<file path="src/rtl/core_lsu_bus_unit_if.sv">
// Core/bus signal bundle for core_lsu_bus_unit.
// The core-side request/done handshake and the naive read/write bus share one
// interface so the unit has a single bundle port.
//   master : the LSU's view (drives o_* and the bus requests)
//   slave  : the environment's view (core plus bus responder)
interface core_lsu_bus_unit_if #(
  parameter int BUS_W = 32
);
  localparam int BUS_BYTES = BUS_W/8;

  // core side
  logic                 i_req;
  logic                 i_we;
  logic [2:0]           i_funct3;
  logic [31:0]          i_addr;
  logic [BUS_W-1:0]     i_wdata;
  logic                 o_busy;
  logic                 o_done;
  logic                 o_err;
  logic [BUS_W-1:0]     o_rdata;

  // naive bus, read channel
  logic                 rd_req;
  logic                 rd_gnt;
  logic [BUS_BYTES-1:0] rd_be;
  logic [31:0]          rd_addr;
  logic [BUS_W-1:0]     rd_data;

  // naive bus, write channel
  logic                 wr_req;
  logic                 wr_gnt;
  logic [BUS_BYTES-1:0] wr_be;
  logic [31:0]          wr_addr;
  logic [BUS_W-1:0]     wr_data;

  modport master (
    input  i_req, i_we, i_funct3, i_addr, i_wdata,
    output o_busy, o_done, o_err, o_rdata,
    output rd_req, rd_be, rd_addr,
    input  rd_gnt, rd_data,
    output wr_req, wr_be, wr_addr, wr_data,
    input  wr_gnt
  );

  modport slave (
    output i_req, i_we, i_funct3, i_addr, i_wdata,
    input  o_busy, o_done, o_err, o_rdata,
    input  rd_req, rd_be, rd_addr,
    output rd_gnt, rd_data,
    input  wr_req, wr_be, wr_addr, wr_data,
    output wr_gnt
  );
endinterface

</file>
<file path="src/rtl/core_lsu_bus_unit.sv">
// Load/store bus master between the core memory stage and the naive bus.
// Accepts one access at a time from the core (i_req held until o_done),
// turns it into one or two aligned bus beats, holds each beat stable until
// granted, and returns sign/zero-extended load data.
// Ports:
//   clk, rst        clock, synchronous active-high reset
//   bus (master)    core handshake: i_req/i_we/i_funct3/i_addr/i_wdata in,
//                   o_busy/o_done/o_err/o_rdata out;
//                   read bus: rd_req/rd_be/rd_addr out, rd_gnt/rd_data in;
//                   write bus: wr_req/wr_be/wr_addr/wr_data out, wr_gnt in
// Parameters:
//   BUS_W            32 or 64
//   SPLIT_MISALIGNED 1: split accesses crossing a bus word; 0: flag them as errors
module core_lsu_bus_unit #(
  parameter int BUS_W            = 32,
  parameter bit SPLIT_MISALIGNED = 1'b1
) (
  input  logic                clk,
  input  logic                rst,
  core_lsu_bus_unit_if.master bus
);
  localparam int BB    = BUS_W/8;
  localparam int LB    = $clog2(BB);
  localparam int SPAN  = 2*BB;
  localparam int SPANW = 2*BUS_W;

  typedef enum logic [2:0] {
    S_IDLE, S_ERR, S_REQ0, S_RSP0, S_REQ1, S_RSP1, S_DONE
  } state_t;

  state_t           r_state;
  logic             r_we;
  logic             r_split;
  logic [2:0]       r_f3;
  logic [LB-1:0]    r_off;
  logic [31:0]      r_addr1;
  logic [BB-1:0]    r_be1;
  logic [BUS_W-1:0] r_wd1;
  logic [BUS_W-1:0] r_buf0;
  logic [BUS_W-1:0] r_buf1;
  logic [BUS_W-1:0] r_rdata;
  logic             r_busy;
  logic             r_done;
  logic             r_err;
  logic             r_rd_req;
  logic [BB-1:0]    r_rd_be;
  logic [31:0]      r_rd_addr;
  logic             r_wr_req;
  logic [BB-1:0]    r_wr_be;
  logic [31:0]      r_wr_addr;
  logic [BUS_W-1:0] r_wr_data;

  // ---- request decode (combinational on the core inputs, used at accept) ----
  logic [LB-1:0]    w_off;
  logic [3:0]       w_size;
  logic             w_ill;
  logic             w_mis;
  logic             w_bad;
  logic [SPAN-1:0]  w_bmask;
  logic [SPANW-1:0] w_wd2;
  logic [31:0]      w_addr0;
  logic [31:0]      w_addr1;

  assign w_off   = bus.i_addr[LB-1:0];
  assign w_size  = 4'd1 << bus.i_funct3[1:0];
  // 64-bit accesses and LWU only exist on a 64-bit bus; unsigned stores don't exist
  assign w_ill   = (bus.i_funct3 == 3'b111) ||
                   (bus.i_funct3[2] && bus.i_we) ||
                   ((BUS_W == 32) && ((bus.i_funct3 == 3'b011) || (bus.i_funct3 == 3'b110)));
  assign w_mis   = (5'(w_off) + 5'(w_size)) > 5'(BB);
  assign w_bad   = w_ill || (w_mis && !SPLIT_MISALIGNED);
  // Lane math over two bus words: low half is beat0, high half is beat1
  assign w_bmask = SPAN'((16'd1 << w_size) - 16'd1) << w_off;
  assign w_wd2   = {{BUS_W{1'b0}}, bus.i_wdata} << {w_off, 3'b000};
  assign w_addr0 = {bus.i_addr[31:LB], {LB{1'b0}}};
  assign w_addr1 = w_addr0 + 32'(BB);  // wraps past 0xFFFFFFFF

  // ---- load extraction ----
  // The half being returned this cycle comes straight from rd_data so the
  // result can be registered on the same edge that captures the beat.
  logic [SPANW-1:0] w_cat;
  logic [BUS_W-1:0] w_shift;
  logic [BUS_W-1:0] w_keep;
  logic [BUS_W-1:0] w_ld;
  logic             w_sgn;

  assign w_cat   = (r_state == S_RSP1) ? {bus.rd_data, r_buf0} : {r_buf1, bus.rd_data};
  assign w_shift = BUS_W'(w_cat >> {r_off, 3'b000});

  always_comb begin
    w_keep = '0;
    w_sgn  = 1'b0;
    for (int b = 0; b < BB; b++)
      w_keep[8*b +: 8] = (b < (1 << r_f3[1:0])) ? 8'hFF : 8'h00;
    case (r_f3[1:0])
      2'd0:    w_sgn = w_shift[7];
      2'd1:    w_sgn = w_shift[15];
      2'd2:    w_sgn = w_shift[31];
      default: w_sgn = 1'b0;  // full-width load, nothing to extend
    endcase
    w_sgn = w_sgn & ~r_f3[2];
    w_ld  = (w_shift & w_keep) | ({BUS_W{w_sgn}} & ~w_keep);
  end

  // ---- control FSM, all outputs registered ----
  always_ff @(posedge clk) begin
    if (rst) begin
      r_state   <= S_IDLE;
      r_we      <= 1'b0;
      r_split   <= 1'b0;
      r_f3      <= '0;
      r_off     <= '0;
      r_addr1   <= '0;
      r_be1     <= '0;
      r_wd1     <= '0;
      r_buf0    <= '0;
      r_buf1    <= '0;
      r_rdata   <= '0;
      r_busy    <= 1'b0;
      r_done    <= 1'b0;
      r_err     <= 1'b0;
      r_rd_req  <= 1'b0;
      r_rd_be   <= '0;
      r_rd_addr <= '0;
      r_wr_req  <= 1'b0;
      r_wr_be   <= '0;
      r_wr_addr <= '0;
      r_wr_data <= '0;
    end else begin
      r_done <= 1'b0;
      r_err  <= 1'b0;
      case (r_state)
        S_IDLE: if (bus.i_req) begin
          r_we    <= bus.i_we;
          r_f3    <= bus.i_funct3;
          r_off   <= w_off;
          r_split <= w_mis;
          r_addr1 <= w_addr1;
          r_be1   <= w_bmask[SPAN-1:BB];
          r_wd1   <= w_wd2[SPANW-1:BUS_W];
          r_busy  <= 1'b1;
          if (w_bad) begin
            r_state <= S_ERR;
            r_done  <= 1'b1;
            r_err   <= 1'b1;
          end else begin
            r_state <= S_REQ0;
            if (bus.i_we) begin
              r_wr_req  <= 1'b1;
              r_wr_be   <= w_bmask[BB-1:0];
              r_wr_addr <= w_addr0;
              r_wr_data <= w_wd2[BUS_W-1:0];
            end else begin
              r_rd_req  <= 1'b1;
              r_rd_be   <= w_bmask[BB-1:0];
              r_rd_addr <= w_addr0;
            end
          end
        end
        S_ERR: begin
          r_state <= S_IDLE;
          r_busy  <= 1'b0;
        end
        // Request registers are untouched until the grant, so a conflict
        // simply repeats the same beat.
        S_REQ0, S_REQ1: begin
          if (r_we) begin
            if (bus.wr_gnt) begin
              if (r_state == S_REQ0 && r_split) begin
                r_state   <= S_REQ1;
                r_wr_be   <= r_be1;
                r_wr_addr <= r_addr1;
                r_wr_data <= r_wd1;
              end else begin
                r_state   <= S_DONE;
                r_done    <= 1'b1;
                r_wr_req  <= 1'b0;
                r_wr_be   <= '0;
                r_wr_addr <= '0;
                r_wr_data <= '0;
              end
            end
          end else if (bus.rd_gnt) begin
            r_state   <= (r_state == S_REQ0) ? S_RSP0 : S_RSP1;
            r_rd_req  <= 1'b0;
            r_rd_be   <= '0;
            r_rd_addr <= '0;
          end
        end
        S_RSP0: begin
          r_buf0 <= bus.rd_data;
          if (r_split) begin
            r_state   <= S_REQ1;
            r_rd_req  <= 1'b1;
            r_rd_be   <= r_be1;
            r_rd_addr <= r_addr1;
          end else begin
            r_state <= S_DONE;
            r_done  <= 1'b1;
            r_rdata <= w_ld;
          end
        end
        S_RSP1: begin
          r_buf1  <= bus.rd_data;
          r_state <= S_DONE;
          r_done  <= 1'b1;
          r_rdata <= w_ld;
        end
        S_DONE: begin
          r_state <= S_IDLE;
          r_busy  <= 1'b0;
        end
        default: begin
          r_state <= S_IDLE;
          r_busy  <= 1'b0;
        end
      endcase
    end
  end

  assign bus.o_busy  = r_busy;
  assign bus.o_done  = r_done;
  assign bus.o_err   = r_err;
  assign bus.o_rdata = r_rdata;
  assign bus.rd_req  = r_rd_req;
  assign bus.rd_be   = r_rd_be;
  assign bus.rd_addr = r_rd_addr;
  assign bus.wr_req  = r_wr_req;
  assign bus.wr_be   = r_wr_be;
  assign bus.wr_addr = r_wr_addr;
  assign bus.wr_data = r_wr_data;
endmodule

</file>
<file path="src/flat_wrapper.sv">
// flat-port wrapper written by rule: the top's interface ports become plain ports
module core_lsu_bus_unit_flat 
#(
  parameter int BUS_W            = 32,
  parameter bit SPLIT_MISALIGNED = 1'b1
)
  (clk, rst, bus_i_req, bus_i_we, bus_i_funct3, bus_i_addr, bus_i_wdata, bus_o_busy, bus_o_done, bus_o_err, bus_o_rdata, bus_rd_req, bus_rd_be, bus_rd_addr, bus_rd_gnt, bus_rd_data, bus_wr_req, bus_wr_be, bus_wr_addr, bus_wr_data, bus_wr_gnt);
  core_lsu_bus_unit_if #(.BUS_W(BUS_W)) bus_i ();
  input  logic clk;
  input  logic rst;
  input wire logic [$bits(bus_i.i_req)-1:0] bus_i_req;
  input wire logic [$bits(bus_i.i_we)-1:0] bus_i_we;
  input wire logic [$bits(bus_i.i_funct3)-1:0] bus_i_funct3;
  input wire logic [$bits(bus_i.i_addr)-1:0] bus_i_addr;
  input wire logic [$bits(bus_i.i_wdata)-1:0] bus_i_wdata;
  output wire logic [$bits(bus_i.o_busy)-1:0] bus_o_busy;
  output wire logic [$bits(bus_i.o_done)-1:0] bus_o_done;
  output wire logic [$bits(bus_i.o_err)-1:0] bus_o_err;
  output wire logic [$bits(bus_i.o_rdata)-1:0] bus_o_rdata;
  output wire logic [$bits(bus_i.rd_req)-1:0] bus_rd_req;
  output wire logic [$bits(bus_i.rd_be)-1:0] bus_rd_be;
  output wire logic [$bits(bus_i.rd_addr)-1:0] bus_rd_addr;
  input wire logic [$bits(bus_i.rd_gnt)-1:0] bus_rd_gnt;
  input wire logic [$bits(bus_i.rd_data)-1:0] bus_rd_data;
  output wire logic [$bits(bus_i.wr_req)-1:0] bus_wr_req;
  output wire logic [$bits(bus_i.wr_be)-1:0] bus_wr_be;
  output wire logic [$bits(bus_i.wr_addr)-1:0] bus_wr_addr;
  output wire logic [$bits(bus_i.wr_data)-1:0] bus_wr_data;
  input wire logic [$bits(bus_i.wr_gnt)-1:0] bus_wr_gnt;
  assign bus_i.i_req = bus_i_req;
  assign bus_i.i_we = bus_i_we;
  assign bus_i.i_funct3 = bus_i_funct3;
  assign bus_i.i_addr = bus_i_addr;
  assign bus_i.i_wdata = bus_i_wdata;
  assign bus_o_busy = bus_i.o_busy;
  assign bus_o_done = bus_i.o_done;
  assign bus_o_err = bus_i.o_err;
  assign bus_o_rdata = bus_i.o_rdata;
  assign bus_rd_req = bus_i.rd_req;
  assign bus_rd_be = bus_i.rd_be;
  assign bus_rd_addr = bus_i.rd_addr;
  assign bus_i.rd_gnt = bus_rd_gnt;
  assign bus_i.rd_data = bus_rd_data;
  assign bus_wr_req = bus_i.wr_req;
  assign bus_wr_be = bus_i.wr_be;
  assign bus_wr_addr = bus_i.wr_addr;
  assign bus_wr_data = bus_i.wr_data;
  assign bus_i.wr_gnt = bus_wr_gnt;
  core_lsu_bus_unit #(.BUS_W(BUS_W), .SPLIT_MISALIGNED(SPLIT_MISALIGNED)) u_core (.clk(clk), .rst(rst), .bus(bus_i));
endmodule
</file>
<file path="config.mk">
export PLATFORM = sky130hd
export DESIGN_NAME = core_lsu_bus_unit_flat
export DESIGN_NICKNAME = d
export VERILOG_FILES = /design/src/rtl/core_lsu_bus_unit_if.sv /design/src/rtl/core_lsu_bus_unit.sv /design/src/flat_wrapper.sv
export SDC_FILE = /design/constraint.sdc
export NUM_CORES = 1
export LEC_CHECK = 0
export ABC_AREA = 1
export CORE_MARGIN = 2
export CORE_UTILIZATION = 45
export DETAILED_ROUTE_END_ITERATION = 10
export PLACE_DENSITY = 0.76
export SLEW_MARGIN = 30
export SYNTH_ARGS = -nofsm -noshare
export SYNTH_HDL_FRONTEND = slang
export SYNTH_SLANG_ARGS = --single-unit
</file>
<file path="constraint.sdc">
create_clock -name clk -period 2.25 [get_ports clk]
set_clock_uncertainty 0.1 [all_clocks]
set_input_delay 0.45 -clock clk [delete_from_list [all_inputs] [get_ports clk]]
set_output_delay 0.45 -clock clk [all_outputs]
set_load 0.005 [all_outputs]
</file>
==> flow_summary.ini, run 1 <==
[clock_network]
post_cts_buffers = 0
clock_path_buffers = 3
cts_tree = yes
ctsResizeCount = 0
cts_root_buffer = clkbuf_16
clkSinkCount = 261
worstSkewPairLatency_ns = 0.56
clkTransAtPathRegs_ns = 0.06
cts_max_level = 1
numCtsBuffers = 29
hold_buffers = 0

[sta]
tightest_slew_ns = 0.736
hold_viol_final = 0
post-route-period-util_pct = 92.0
slew_headroom_pct = 50.8
setup_viol = 0
hold_ws_ns = 0.213
period_needed_ns = 2.07
maxSlewViolCount = 0
rsz0062_at_grt = no
max_freq_ghz = 0.483
setup_slack_ns = 0.181

[final_layout]
final_nets = 2222
drive_above_1_share_pct = 10.5
final_cells = 2522
syn2layout_area_growth_pct = 34.3
final_area_um2 = 17400

[placed_design]
place_ws_ns = -0.326
hpwl_um = 31200
place.port_buffers = 241
gp_congestion = 0.940
dp_cells = 2467
dpl_cell_area_um2 = 16400

[logic_synthesis]
synthAdderAreaFrac_pct = 0.347
ys.flop_type = dfxtp_1
syn_area_per_cell_um2 = 7.01
synth_area_um2 = 13000
synthCells = 1849
synth-compound-area-share_pct = 26.7
async_reset_ff_share_pct = 0
ys_warn_count = 0
yosysSeqAreaShare_pct = 40.3
yosys.area_share.simple_pct = 20.5
netlist-cell-type-count = 49
muxShareOfSynthArea_pct = 0.386
synth_top_family_by_area = compound AO/OA/AOI/OAI gates
synthXorXnorAreaFrac_pct = 1.01
synth-edff-count = 0
synth-seq-cells = 261

[grt]
track_usage_pct = 28.5
grt_pass1_vias = 13300
globalRouteOverflowTotal = 0
antenna_found_initial = 1
grt_pass1_wl_um = 70200
grt_max_degree = 78

[route]
ant_nets = 0
wire_per_inst_um = 17.6
firstDrtPassIters = 6
drt_iter0_markers = 1381
drc_errors = 0
vias_per_cell = 5.59
num_vias = 14100
wl_um = 44300

[power]
leakagePower_nw = 7.41
finalPower_w = 0.0210
vdd_drop_max_mv = 0.817
powerDensity_nw_per_um2 = 1210

[worst_setup_path]
startpoint = u_core.bus.rd_be[3]
path_max_fanout = 2
cp_slowest_cell = clkdlybuf4s50_1
timing.critical_path.buf_inv = 1
path_cells = clkdlybuf4s50_1
cp_top_family = buffers and inverters
cpPeakStageDelay_ns = 0.55
crit_required_ns = 1.70
reg2reg_from = u_core.r_state[1]
critPathArrivalTime_ns = 1.52
startpoint_type = register
worstSetupPathType = register to primary output
ff2ff_setup_slack_ns = 0.22
end_kind = primary output

[floorplan]
die_x_um = 174
start_util_pct = 45.4
core_um2 = 28500
die_h_um = 174
rows = 62
die_area_um2 = 30200
ios = 246

[job]
drv_cap = 0

[hold_path]
hp-class = input port to register
min_from = bus_i_addr[0]

[run_status]
outcome = finished, final reports clean
-- cells by family after synthesis --
kind of cell	after synthesis
AOI/OAI and AO/OA	611
xor gates and xnor gates	15
adders and majority gates	3
buffers and inverters	337
DFF	261
muxes	5
other	1
and+or+nand+nor	616
-- state kept, by name, indices dropped and copies added, names as in the netlist --
register / count
u_core.r_addr1: 30
u_core.bus.wr_data: 32
u_core.r_split: 1
u_core.r_buf1: 24
u_core.r_wd1: 24
u_core.bus.o_busy: 1
u_core.r_buf0: 32
u_core.r_off: 2
u_core.bus.wr_req: 1
u_core.r_state: 3
u_core.bus.wr_be: 4
u_core.bus.o_rdata: 32
u_core.r_f3: 3
u_core.r_we: 1
u_core.r_be1: 4
u_core.bus.rd_addr: 30
u_core.bus.wr_addr: 30
u_core.bus.o_err: 1
u_core.bus.rd_req: 1
u_core.bus.rd_be: 4
u_core.bus.o_done: 1
-- path summary, 6_finish.rpt --
path | endpoint | depth (start not counted)
worst min-delay path | u_core.r_wd1[19] | 3
worst max register to register | u_core.bus.wr_addr[10] | 11
worst max-delay path | bus_rd_be[3] | 1
worst min register to register | u_core.r_buf0[21] | 2
-- area by class of cell --
class	count	area, um2
Inverter	193	731
Antenna cell	1	2.50
Clock inverter	14	214
Sequential cell	261	5230
Tap cell	384	480
Multi-Input combinational cell	1254	6380
Fill cell	2564	11100
Clock buffer	40	837
Timing Repair Buffer	375	3550
-- cell usage after synthesis, types with 15 or more instances --
master,number,area (um2)
xor2_1,15,131
nor2_1,127,477
a31oi_1,25,156
o21ai_0,189,946
nor3_1,17,85.1
dfxtp_1,261,5230
inv_1,189,709
nand2_1,311,1170
o21ai_1,69,345
a21oi_1,181,906
clkbuf_1,83,312
buf_2,29,145
o211ai_1,35,263
a22oi_1,43,323
o22ai_1,28,175
nand3_1,118,591
-- layout by cell type (no fill, tap or decap), drive strengths merged, types with 40 or more instances in the layout --
cell and n:
buf 136, nand2 314, o21ai 258, nand3 126, a21oi 191, inv 194
nor2 131, clkbuf 40, a22oi 43, dfxtp 261, clkdlybuf4s50 239
-- per-layer routing --
layer / wire length [um] / track usage, % / vias to the layer above / share of wire (%)
met4: 1860 / 11.5 / 0 / 4.2
met5: 0 / 0 / - / 0
met1: 18100 / 37.3 / 6470 / 41
li1: - / - / 6787 / -
met2: 20100 / 46.4 / 713 / 45
met3: 4200 / 5.31 / 126 / 9.5
-- tightest hold or removal path: stages --
cell,delay [ns]
buf_2,0.20
nand3_1,0.12
a21oi_1,0.05
-- metrics by stage --
step,setup TNS (ns),util [%]
after global routing,0,61.0
final,0,61.0
after global placement,-9.40,57.3
after floorplan,0,-
after CTS,0,61.0
after detailed placement,-14.17,57.3
-- report_power, final --
group | internal, W | switching, W
Sequential | 0.00590 | 0.000792
Combinational | 0.00385 | 0.00531
Clock | 0.00318 | 0.00200
Total | 0.0129 | 0.00810
(Power assumes the default switching activity.)
==> inputs of run 2 (changes only) <==
--- a/config.mk
+++ b/config.mk
@@ -6,7 +6,6 @@
 export NUM_CORES = 1
 export LEC_CHECK = 0
 export ABC_AREA = 1
-export CORE_MARGIN = 2
 export CORE_UTILIZATION = 45
 export DETAILED_ROUTE_END_ITERATION = 10
 export PLACE_DENSITY = 0.76
==> run 2 against run 1 <==
Against the previous run:
- combinational power grew 0.8%
- cell count grew 0.16%
- first-iteration DRC count grew 11%
- largest power group unchanged
- via count grew 0.43%
==> flow_summary.ini, run 2 (synthesized netlist as in run 1, its figures left out) <==
[worst_setup_path]
cp_slowest_cell = clkdlybuf4s50_1
ff2ff_setup_slack_ns = 0.26
reg2reg_from = u_core.r_state[2]
path_max_fanout = 2
worstSetupPathType = register to primary output
path_cells = clkdlybuf4s50_1
cpPeakStageDelay_ns = 0.56
timing.critical_path.buf_inv = 1
critPathArrivalTime_ns = 1.48
cp_top_family = buffers and inverters
end_kind = primary output
r2r_end = u_core.bus.wr_addr[9]
reg2regPathDepth = 9
crit_required_ns = 1.70
startpoint_type = register

[final_layout]
final_nets = 2237
final_cells = 2526
syn2layout_area_growth_pct = 35.0
layout_commonest_cell = nand2_1
final_cell_mix = 311 x nand2_1, 258 x dfxtp_1, 240 x clkdlybuf4s50_1, 189 x o21ai_0, 187 x inv_1
final_core_util_pct = 62.3
final_area_um2 = 17500
drive_above_1_share_pct = 10.8
nFillCells = 2491

[clock_network]
clock_path_buffers = 3
numCtsBuffers = 28
cts_tree = yes
clkTransAtPathRegs_ns = 0.06
cts_max_level = 1
worstSkewPairLatency_ns = 0.54
cts_root_buffer = clkbuf_16
hold_buffers = 0
clkSinkCount = 261

[sta]
hold_viol_final = 0
max_freq_ghz = 0.492
rsz0062_at_grt = no
post-route-period-util_pct = 90.3
slew_headroom_pct = 48.8
period_needed_ns = 2.03
setup_viol = 0
tightest_slew_ns = 0.765
setup_slack_ns = 0.219
maxSlewViolCount = 0
hold_ws_ns = 0.357

[placed_design]
place.port_buffers = 241
place_ws_ns = -0.273
dp_cells = 2474
dpl_cell_area_um2 = 16500
hpwl_um = 30600
gp_congestion = 0.949

[route]
wire_per_inst_um = 17.3
vias_per_cell = 5.60
ant_nets = 0
wl_um = 43600
drc_errors = 0
drt_iter0_markers = 1534
num_vias = 14200
firstDrtPassIters = 6

[power]
powerDensity_nw_per_um2 = 1180
p_int_w = 0.0127
p_seq_share_pct = 32.5
power_frac_comb_pct = 44.7
p_clk_share_pct = 22.8
leakagePower_nw = 7.46
switchingPower_w = 0.00793
vdd_drop_max_mv = 0.709
swShare_pct = 38.5

[hold_path]
hp-class = register to register
hold_path_end = u_core.r_buf0[21]
whs_path_depth = 2
min_from = u_core.r_buf0[21]

[floorplan]
ios = 246
die_h_um = 172
rows = 61
die_x_um = 172
die_area_um2 = 29500
core_um2 = 28100
start_util_pct = 46.2

[grt]
globalRouteOverflowTotal = 0
grt_pass1_vias = 13100
track_usage_pct = 28.9
grt_pass1_wl_um = 67700
antenna_found_initial = 1
grt_max_degree = 108

[job]
drv_cap = 0

[run_status]
outcome = finished, final reports clean
[run 2: changes by cell type in the layout (fill, tap and decap cells not counted), sizes merged]
cell           change
buf               +14
bufinv             -2
inv                -2
clkbuf             +1
clkdlybuf4s50      +1
clkinv             -1
clkinvlp           -1
[run 2: power groups by stage]
stage | registers, W | logic (W) | clock network (W)
CTS | 0.00668 | 0.00915 | 0.00476
finish | 0.00670 | 0.00923 | 0.00470
detailed placement | 0.00675 | 0.00908 | 0
floorplan | 0.00658 | 0.00517 | 0
global route | 0.00682 | 0.0101 | 0.00495
global placement | 0.00675 | 0.00893 | 0
[run 2: area by class of cell]
cell class                      count  area, um2  area share, %
Tap cell                          378        473           2.70
Multi-Input combinational cell   1254       6390           36.5
Sequential cell                   261       5230           29.9
Clock inverter                      7        110          0.629
Clock buffer                       41        811           4.63
Timing Repair Buffer              390       3750           21.4
Timing Repair inverter              1       7.51         0.0429
Antenna cell                        1       2.50         0.0143
Inverter                          193        733           4.19
[run 2: stage by stage]
stage / power [W] / setup TNS [ns]
floorplan: 0.0117 / 0
global route: 0.0219 / 0
CTS: 0.0206 / 0
detailed placement: 0.0158 / -17.92
global placement: 0.0157 / -12.24
finish: 0.0206 / 0
[run 2: timing repair]
action | 4_1_cts | 5_1_grt
cloned | 0 | 1
endpoints found under the hold margin | 0 | 0
endpoints found under the setup margin | 1 | 81
gates resized for setup | 1 | 6
setup buffers | 0 | 2
[run 2: worst max-delay path by stage]
stage / startpoint / to / slack (ns) / cells past startpoint
final: u_core.bus.wr_addr[27] / bus_wr_addr[27] / 0.22 / 1
after global routing: u_core.r_state[1] / u_core.bus.o_rdata[19] / 0.09 / 11
after CTS: u_core.r_state[2] / u_core.bus.wr_addr[22] / 0.04 / 11
after detailed placement: bus_i_addr[2] / u_core.r_addr1[22] / -0.27 / 11
after global placement: bus_i_addr[2] / u_core.r_addr1[29] / -0.18 / 12
after floorplan: bus_i_addr[1] / u_core.r_split / 0.15 / 9
[run 2: routing by layer]
layer / track usage, % / vias to the layer above / share of wire, %
li1: - / 6826 / -
met1: 37.3 / 6527 / 42
met2: 46.3 / 682 / 45
met3: 4.62 / 119 / 8.2
met4: 15.2 / 2 / 5.0
met5: 0 / - / 0.030
